### config.mk
export PLATFORM = sky130hd
export DESIGN_NAME = vga_fun_ctrl
export DESIGN_NICKNAME = d
export VERILOG_FILES = /design/src/rtl/vga_fun_ctrl.sv
export SDC_FILE = /design/constraint.sdc
export NUM_CORES = 1
export LEC_CHECK = 0
export ABC_AREA = 1
export BUFFER_PORTS_ARGS = -buffer_cell sky130_fd_sc_hd__buf_2
export CAP_MARGIN = 20
export CORE_ASPECT_RATIO = 2
export CORE_MARGIN = 10
export CORE_UTILIZATION = 55
export CTS_CLUSTER_SIZE = 16
export DETAILED_ROUTE_END_ITERATION = 12
export GPL_TIMING_DRIVEN = 0
export PLACE_DENSITY = 0.75
export SETUP_SLACK_MARGIN = 0.2
export SLEW_MARGIN = 40
export SYNTH_ARGS = -nofsm -noshare
export SYNTH_HDL_FRONTEND = slang
export SYNTH_SLANG_ARGS = --single-unit
### constraint.sdc
create_clock -name clk -period 2.5 [get_ports clk]
set_input_delay 0.625 -clock clk [delete_from_list [all_inputs] [get_ports clk]]
set_output_delay 0.625 -clock clk [all_outputs]
set_load 0.1 [all_outputs]
### src/rtl/vga_fun_ctrl.sv
// VGA 640x480 timing generator with four selectable test patterns and a frame counter.
// All outputs are registered: each edge presents the pixel at the (h, v) held before it.
module vga_fun_ctrl #(
   parameter int unsigned H_VIS  = 640,
   parameter int unsigned H_FP   = 16,
   parameter int unsigned H_SYNC = 96,
   parameter int unsigned H_BP   = 48,
   parameter int unsigned V_VIS  = 480,
   parameter int unsigned V_FP   = 10,
   parameter int unsigned V_SYNC = 2,
   parameter int unsigned V_BP   = 33
) (
   input  logic       clk,
   input  logic       rst_n,
   input  logic [1:0] mode,
   input  logic       pause,
   output logic       hsync,
   output logic       vsync,
   output logic       hblank,
   output logic       vblank,
   output logic [7:0] r,
   output logic [7:0] g,
   output logic [7:0] b,
   output logic [7:0] frame
);

   localparam int unsigned H_TOTAL = H_VIS + H_FP + H_SYNC + H_BP;
   localparam int unsigned V_TOTAL = V_VIS + V_FP + V_SYNC + V_BP;
   // Counters are at least 8 bits wide so the pattern logic can always take [7:0].
   localparam int unsigned HW = ($clog2(H_TOTAL) > 8) ? $clog2(H_TOTAL) : 8;
   localparam int unsigned VW = ($clog2(V_TOTAL) > 8) ? $clog2(V_TOTAL) : 8;
   localparam int unsigned BAR_W = 80;

   logic [HW-1:0] h_q, h_d;
   logic [VW-1:0] v_q, v_d;
   logic [1:0]    mode_q, mode_d;
   logic [7:0]    frame_q, frame_d;
   logic          h_end, v_end, frame_end;

   logic          hsync_q, vsync_q, hblank_q, vblank_q;
   logic          hsync_d, vsync_d, hblank_d, vblank_d;
   logic [7:0]    r_q, g_q, b_q, r_d, g_d, b_d;
   logic [7:0]    hl, vl;
   logic [2:0]    bar;

   always_comb begin
      h_end     = (h_q == HW'(H_TOTAL - 1));
      v_end     = (v_q == VW'(V_TOTAL - 1));
      frame_end = h_end && v_end;
      h_d       = h_end ? '0 : h_q + 1'b1;
      v_d       = v_q;
      if (h_end) begin
         v_d = v_end ? '0 : v_q + 1'b1;
      end
      mode_d  = frame_end ? mode : mode_q;
      frame_d = (frame_end && !pause) ? frame_q + 8'd1 : frame_q;
   end

   always_comb begin
      hblank_d = !(h_q < HW'(H_VIS));
      vblank_d = !(v_q < VW'(V_VIS));
      hsync_d  = !((h_q >= HW'(H_VIS + H_FP)) && (h_q < HW'(H_VIS + H_FP + H_SYNC)));
      vsync_d  = !((v_q >= VW'(V_VIS + V_FP)) && (v_q < VW'(V_VIS + V_FP + V_SYNC)));
      hl       = h_q[7:0];
      vl       = v_q[7:0];
      bar      = 3'(h_q / HW'(BAR_W));
      r_d      = 8'd0;
      g_d      = 8'd0;
      b_d      = 8'd0;
      case (mode_q)
         2'd0: begin
            r_d = hl;
            g_d = vl;
            b_d = frame_q;
         end
         2'd1: begin
            r_d = {8{bar[2]}};
            g_d = {8{bar[1]}};
            b_d = {8{bar[0]}};
         end
         2'd2: begin
            r_d = hl ^ vl;
            g_d = hl ^ vl;
            b_d = hl ^ vl;
         end
         default: begin
            r_d = hl + frame_q;
            g_d = vl + frame_q;
            b_d = hl + vl;
         end
      endcase
      if (hblank_d || vblank_d) begin
         r_d = 8'd0;
         g_d = 8'd0;
         b_d = 8'd0;
      end
   end

   always_ff @(posedge clk or negedge rst_n) begin
      if (!rst_n) begin
         h_q      <= '0;
         v_q      <= '0;
         mode_q   <= 2'd0;
         frame_q  <= 8'd0;
         hsync_q  <= 1'b1;
         vsync_q  <= 1'b1;
         hblank_q <= 1'b1;
         vblank_q <= 1'b1;
         r_q      <= 8'd0;
         g_q      <= 8'd0;
         b_q      <= 8'd0;
      end else begin
         h_q      <= h_d;
         v_q      <= v_d;
         mode_q   <= mode_d;
         frame_q  <= frame_d;
         hsync_q  <= hsync_d;
         vsync_q  <= vsync_d;
         hblank_q <= hblank_d;
         vblank_q <= vblank_d;
         r_q      <= r_d;
         g_q      <= g_d;
         b_q      <= b_d;
      end
   end

   assign hsync  = hsync_q;
   assign vsync  = vsync_q;
   assign hblank = hblank_q;
   assign vblank = vblank_q;
   assign r      = r_q;
   assign g      = g_q;
   assign b      = b_q;
   assign frame  = frame_q;

endmodule

Word level (Yosys, flattened, before mapping)
Index checks and enable logic that the tools add are counted.
{ "classes": {"addsub": 6, "div": 1, "order_cmp": 6, "n_eq_ne": 4, "bitwise_logic": 1, "mux": 8, "n_reduce_logical": 11} }
{ "op_table": {"columns": ["operator", "count"], "rows": [
  ["case mux 8 bit (3 select lines)", 3],
  ["adder 8 bit", 3],
  ["two-way mux 8 bit", 3],
  ["adder 10 x 1 -> 10 bit, second input constant", 2],
  ["== test 10 bit, second input constant", 2],
  ["< comparator 10 bit, second input constant", 2],
  ["< comparator 10 x 9 -> 1 bit, second input constant", 2],
  ["two-way mux 10 bit", 2],
  ["divider 10 x 7 -> 10 bit, second input constant", 1],
  ["greater-or-equal comparator 10 bit, second input constant", 1],
  ["greater-or-equal comparator 10 x 9 -> 1 bit, second input constant", 1],
  ["adder 8 x 1 -> 8 bit, second input constant", 1],
  ["XOR 8 bit", 1],
  ["logical NOT 1 bit", 5],
  ["logical AND 1 bit", 4],
  ["== test 2 x 1 -> 1 bit, second input constant", 1],
  ["== test 2 bit, second input constant", 1],
  ["logical NOT 2 bit", 1],
  ["logical OR 1 bit", 1]
]} }
{ "word_totals": {"out_inout_bits": 36, "wordCells": 48, "in_bits": 5, "regBits": 58} }

Longest topological paths before layout
Gate-level depths: netlist of run 1.
{ "depth": {"ltp_word": 4, "mapped_depth": 16, "depth_no_buf": 15} }

Least setup slack after synthesis of run 1
No wires, ideal clock.
{ "synth_path": {"path_kind": "register to register", "start": "register frame_q[0] (netlist: frame[0])", "end": "register g_q[6] (netlist: g[6])", "path_stages_with_launch": 14, "arrival_time_ns": 2.443, "required_time_ns": 2.418, "setup_slack_ns": -0.025, "path_cell_list": "dfrtp_1 -> ha_1 -> fa_1 -> nand2_1 -> inv_1 -> o21ai_0 -> nand2_1 -> nand2_1 -> nand2_1 -> a21oi_1 -> nand2_1 -> nand3_1 -> nand2_1 -> a31oi_1"} }
{ "synth_between": {"elab_chain_len": 3} }
{ "synth_lines": {"columns": ["element", "line_no", "source"], "rows": [
  ["start: declaration", "37", "logic [7:0] frame_q, frame_d;"],
  ["start signal: assignment", "116", "frame_q <= frame_d;"],
  ["adder 8 bit", "88", "g_d = vl + frame_q;"],
  ["case mux 8 bit (3 select lines)", "70", "case (mode_q)"],
  ["two-way mux 8 bit", "92", "if (hblank_d || vblank_d) begin"],
  ["net g_d[6]", "42", "logic [7:0] r_q, g_q, b_q, r_d, g_d, b_d;"],
  ["end signal: assignment", "122", "g_q <= g_d;"],
  ["end: declaration", "42", null]
]} }
The timed path passes the listed nets, and every way through them passes these cells.
A chain may end at the register's enable or synchronous reset.

Final worst setup path of run 1
Ends and elaborated chain as after synthesis.

==> results of run 1 <==
## metal layers
metal  GRT usage [%]  part of all wire, %  up-vias
met5               0                    0        -
met4            11.9                  4.3        0
met3            5.55                  7.2       36
met2            35.9                   54      157
met1            18.9                   35     1599
li1                -                    -     1689
## worst min-delay path by stage
stage,end,startpoint,cells after the start,slack (ps)
4_1_cts,frame[3]$_DFFE_PN0P_,rst_n,1,380
3_5_place_dp,v_q[8]$_DFFE_PN0N_,v_q[8]$_DFFE_PN0N_,2,560
3_3_place_gp,v_q[8]$_DFFE_PN0N_,v_q[8]$_DFFE_PN0N_,2,550
2_1_floorplan,b[0]$_DFF_PN0_,rst_n,0,330
5_1_grt,b[0]$_DFF_PN0_,rst_n,1,420
6_report,r[0]$_DFF_PN0_,rst_n,1,360
## repair_timing
| item | in CTS | in global routing |
|---|---|---|
| gates cloned | 0 | 0 |
| buffers inserted | 0 | 2 |
| resized for setup | 2 | 5 |
| pin swaps | 0 | 1 |
| setup endpoints to repair | 2 | 7 |
## power by group through the flow
stage	Sequential, W	Clock, W	Combinational, W
after floorplan	0.00116	0	0.0000563
after global placement	0.000990	0	0.000289
after detailed placement	0.000991	0	0.000291
after CTS	0.000975	0.00143	0.000291
after global routing	0.000977	0.00146	0.000307
final	0.000975	0.00142	0.000290
## per-stage QoR
stage	util [%]	area, um2	worst slack [ps]	power [W]
floorplan	-	3800	213	0.00121
global placement	61.5	4110	183	0.00128
detailed placement	61.6	4110	166	0.00128
CTS	66.8	4460	230	0.00270
global route	67.2	4480	163	0.00274
finish	67.2	4480	282	0.00269
## state kept, by name, summed over array words and instances (netlist names)
name,flops
g,8
frame,8
hblank,1
b,8
mode_q,2
v_q,10
r,8
h_q,10
hsync,1
vsync,1
vblank,1
## logic make-up (layout without fill, tap and decap cells)
group,after synthesis,count (layout),share of synthesized area [%]
DFF,58,58,38.4
and+or+nand+nor,174,174,22.1
buffers and inverters,73,131,7.92
xor gates and xnor gates,21,21,4.85
adders and majority gates,29,29,10.2
muxes,1,1,0.297
AOI/OAI and AO/OA,114,114,16.2
## layout make-up
cell class | instances | area (um2)
sequential | 58 | 1460
fill | 577 | 2190
timing repair buffer | 42 | 218
clock buffer | 10 | 229
multi-input combinational | 339 | 2050
inverter | 65 | 244
clock inverter | 6 | 114
buffer | 8 | 56.3
tap | 88 | 110
## synthesized netlist by cell type, types with 6 or more instances
master / n
o21ai_0: 32
a21oi_1: 67
ha_1: 26
nand4_1: 9
xnor2_1: 10
nor2_1: 25
nor3_1: 8
inv_1: 61
nand3_1: 25
a211oi_1: 6
dfrtp_1: 54
nand2_1: 86
xor2_1: 11
## worst max-delay path, delay by kind of cell (launching register included)
family          cells  cell delay [ps]
compound gates      3              430
fa+ha+maj           2              660
buf+inv             1               50
flops               1              450
simple gates        7              520
==> metrics, run 1 <==
peak supply drop 0.404 mV; Worst Clk Skew 7.45 ps; worst stage delay on the critical path 450 ps; Worst-Skew Late Latency 340 ps; Post-Syn Area 0.00379 mm2; Final ANT Viol Nets 0; Final HPWL DP 7.85 mm; Max Clk Rate 0.451 GHz; R2R depth 13; most frequent cells in the layout nand2_1 (86), a21oi_1 (67), inv_1 (61), dfrtp_1 (49), buf_2 (40); clk slew on worst S/H paths 50 ps; DRT Pass-1 Iters 5; max_cap viols 0; cts hold-fix bufs 0; cell internal pwr 0.00198 W; initial antenna violation count 0; Vias 3481; Worst setup endpoint g[6]$_DFF_PN0_; Setup Viol. Count Final 0; Synth-to-Final Area Change 18.2%; die height 137 um; #FFs+latches synth 58; post-synth cell types 40; ys flop type dfrtp_1; logic gate share of total power 10.8%; Final min period 2220 ps; Worst Path Arrival 2460 ps; largest net degree at the start of global routing 59; relative max-transition margin 49.7%; DRC 0; Layout Nets 557; worst slew pin tran 755 ps; Port Buf Inserts 40; core box area 0.00667 mm2; CTS sink count 58; ys async rst share 100%; power per cell area 599 mW/mm2; DP Cell Count 598; vias in the first global route 3394; fin cells 616; register area share after synthesis 38.4%; sum of negative setup slack 0 ps; Synth Instances 470; Die W 78.7 um; maximum root-to-sink buffer count 2; CTS root buf clkbuf_16; Yosys top cell area share 35.6%; Synth area leader dfrtp_1; commonest non-fill, non-tap cell in the layout nand2_1; synth top area cells dfrtp_1 (36%), a21oi_1 (8.8%), ha_1 (8.6%); reg2reg start frame[0]$_DFFE_PN0P_; Switching Power around 0.00070 W; fin crit share about nine tenths; Top-Level Pins 41; crit-path cells ha_1 -> fa_1 -> nand2_1 -> inv_1 -> o21ai_2 -> nand2_1 -> nand2_1 -> nand2_1 -> a21oi_1 -> nand2_1 -> nand3_1 -> nand2_1 -> a31oi_1; WL/cell between 15 and 20 um; Critical path origin frame[0]$_DFFE_PN0P_; number of synthesized flops with an enable pin 0; worst hold slack 360 ps; LEAKAGE between 2 and 2.5 nW; antenna fix cells 0; WP data required 2740 ps; vias per inst ~5.7; Max FO, Critical Path 6; Worst Hold Class in2async; crit path capture type register; clock share of power 52.9%; RR Endpoint g[6]$_DFF_PN0_; Cell Rows 42; Syn Area/Cell 8.07 um2; starting density of the core ~57%; Final Hold Fails 0; die area 0.0108 mm2; CP startpoint kind register; GR Util All Layers between 10% and 20%; Ys Warns 0; Total Wirelength 10.4 mm; most used cell, CP nand2_1; sequential share of power 36.3%; switching share of power 26.1%; run status complete, no violations; Iteration-0 DRC Markers 298; critical path class reg2reg; CTS Buf Count 9; global-route wire length before repair 16.5 mm; reg2reg setup slack 280 ps; Slowest-stage cell, CP dfrtp_2; RSZ-0062 raised after global routing yes; GP Congestion ~1; H-tree levels 3; CTS tree yes; share of cells above drive strength 1 between 10% and 20%; aggregate global routing overflow 0; max-slew violation count 0; Synth Net Count 504
No activity file was read; power rests on OpenSTA's default activity.
==> run 2: changes to the inputs <==
--- a/config.mk
+++ b/config.mk
@@ -10,11 +10,11 @@
 export CAP_MARGIN = 20
 export CORE_ASPECT_RATIO = 2
 export CORE_MARGIN = 10
-export CORE_UTILIZATION = 55
+export CORE_UTILIZATION = 54
 export CTS_CLUSTER_SIZE = 16
 export DETAILED_ROUTE_END_ITERATION = 12
 export GPL_TIMING_DRIVEN = 0
-export PLACE_DENSITY = 0.75
+export PLACE_DENSITY = 0.77
 export SETUP_SLACK_MARGIN = 0.2
 export SLEW_MARGIN = 40
 export SYNTH_ARGS = -nofsm -noshare
==> constraint.sdc (replaced) <==
create_clock -name clk -period 1.9 [get_ports clk]
set_input_delay 0.57 -clock clk [delete_from_list [all_inputs] [get_ports clk]]
set_output_delay 0.57 -clock clk [all_outputs]
set_load 0.1 [all_outputs]
==> run 2 against run 1 <==
Compared with the run above:
- the flow now finishes with violations (setup timing)
- critical path depth shrank 1
- sequential share of layout area shrank 7.8 points
- die area grew 1.5%
- non-clock buffer count grew 81
==> metrics, run 2 (synthesized netlist as in run 1, its figures left out) <==
Die W 79.3 um (+0.69%); Final Hold Fails 0 (unchanged); max_cap viols 0 (unchanged); H-tree levels 3 (unchanged); critical path class reg2reg; power per cell area 555 mW/mm2 (-7.3%); fin crit share 117% (+28 points); antenna fix cells 0 (unchanged); sum of negative setup slack -4090 ps (-4090 ps); share of cells above drive strength 1 52.2% (+34 points); Fillers 312 (-46%); commonest non-fill, non-tap cell in the layout nand2_1; LEAKAGE 3.00 nW (+25%); RR Endpoint b[6]$_DFF_PN0_; Final ANT Viol Nets 0 (unchanged); Setup WS post-layout -325 ps (-606 ps); cts hold-fix bufs 0 (unchanged); crit path capture type register; Worst Hold Class in2async; CTS sink count 58 (unchanged); Iteration-0 DRC Markers 657 (+120%); Critical path origin v_q[0]$_DFFE_PN0N_; Port Buf Inserts 40 (unchanged); starting density of the core 55.1% (-1.8 points); CTS tree yes; Synth-to-Final Area Change 59.1%; DRC 0 (unchanged); most frequent cells in the layout nand2_1 (58), buf_4 (52), inv_1 (46), a21oi_1 (42), buf_6 (41); Top Registers h_q (10), v_q (10); clk slew on worst S/H paths 50 ps (about the same); WP data required 2120 ps (-620 ps); Top-Level Pins 41 (unchanged); maximum root-to-sink buffer count 2 (unchanged); GP Congestion 0.965 (-3.1%); vias per inst 6.60 (+17%); aggregate global routing overflow 0 (unchanged); largest net degree at the start of global routing 59 (unchanged); worst slew pin tran 773 ps (+18.5 ps); Worst Path Arrival 2450 ps (about the same); worst hold slack 303 ps (-56.8 ps); Final min period 2220 ps (+6.46 ps); Worst-Skew Late Latency 350 ps (about the same); relative max-transition margin 48.5% (-1.2 points); DRT Pass-1 Iters 10 (+5); reg2reg setup slack -320 ps (-610 ps); reg2reg start v_q[0]$_DFFE_PN0N_; Vias 4614 (+33%); vias in the first global route 4340 (+28%); Max FO, Critical Path 4 (-2); CTS root buf clkbuf_16; die area 0.0110 mm2 (+1.5%); R2R depth 12 (-1); run status complete, but fails checks; Worst Clk Skew 6.42 ps (-1.03 ps); GR Util All Layers 25.8% (+6.2 points); core box area 0.00689 mm2 (+3.2%); Max Clk Rate 0.450 GHz (-0.29%); Layout Nets 638 (+15%); die height 139 um (+0.79%); Final HPWL DP 8.10 mm (+3.3%); peak supply drop 0.584 mV (+45%); max-slew violation count 0 (unchanged); global-route wire length before repair 21.9 mm (+32%); RSZ-0062 raised after global routing yes; Total Wirelength 18.1 mm (+73%); Setup Viol. Count Final 31 (+31); failing checks setup timing; CP startpoint kind register; CTS Buf Count 9 (unchanged); Cell Rows 43 (+2.4%); WL/cell 25.8 um (+52%); initial antenna violation count 0 (unchanged)
==> run 2: cell count changes in the layout (fill, tap and decap cells not counted), moves of 16 or more <==
cell	change
nand2_1	-28
ha_1	-16
dfrtp_1	-16
buf_4	+49
buf_6	+39
a21oi_1	-25
a21oi_2	+23
nand2_2	+16
==> run 2: layout make-up <==
cell class / instances / area [um2] / area share [%]
plain buffers: 8 / 66.3 / 1.10
clock buffers: 15 / 298 / 4.93
clock inverters: 1 / 5.00 / 0.0829
inverters: 65 / 267 / 4.42
multi-input cells: 339 / 2730 / 45.2
flip-flops and latches: 58 / 1500 / 24.9
well taps: 90 / 113 / 1.87
repair buffers: 123 / 1060 / 17.6
==> run 2: through the flow <==
stage | cell area [um2] | std cells | power, W | worst slack (ps) | util [%]
floorplan | 3930 | 470 | 0.00160 | -175 | -
global placement | 4250 | 600 | 0.00169 | -227 | 61.6
detailed placement | 4250 | 600 | 0.00169 | -223 | 61.7
CTS | 5420 | 668 | 0.00329 | -135 | 78.7
global route | 6030 | 699 | 0.00342 | -391 | 87.6
finish | 6030 | 699 | 0.00335 | -325 | 87.6
==> run 2: critical path, stage by stage (launching register included) <==
cell and delay, ps:
dfrtp_2 470, ha_4 200, fa_2 410, nand2_2 90, inv_2 50, o21ai_2 160, nand2_1 90, nand2_2 90
nand2_1 70, a21oi_2 140, nor2_1 80, o21ai_2 180, a21oi_2 50
==> run 2: worst max path at each step <==
stage | endpoint | slack, ps | cells after the start
after floorplan | g[6]$_DFF_PN0_ | -170 | 13
after global placement | g[6]$_DFF_PN0_ | -230 | 13
after detailed placement | g[6]$_DFF_PN0_ | -220 | 13
after CTS | b[6]$_DFF_PN0_ | -140 | 13
after global routing | b[6]$_DFF_PN0_ | -390 | 12
final | b[6]$_DFF_PN0_ | -320 | 12
==> run 2: what timing repair did <==
action / in CTS / in global routing
endpoints found under the setup margin: 53 / 52
gates resized for setup: 129 / 105
pin swaps: 59 / 55
cloned: 0 / 1
buffers inserted: 52 / 30
==> run 2: routing by layer <==
metal  wire length [um]  track usage, %  up-vias  part of all wire, %
met5                  0               0        -                    0
met3               1760            7.01      218                  9.8
met4               1910            18.7        0                   11
met2               8930            45.1      448                   49
li1                   -               -     1855                    -
met1               5460            24.7     2093                   30
==> run 2: report_power, final <==
group / internal, W / switching (W)
combinational: 0.0000721 / 0.000367
clock: 0.00106 / 0.000565
sequential: 0.00127 / 0.0000215
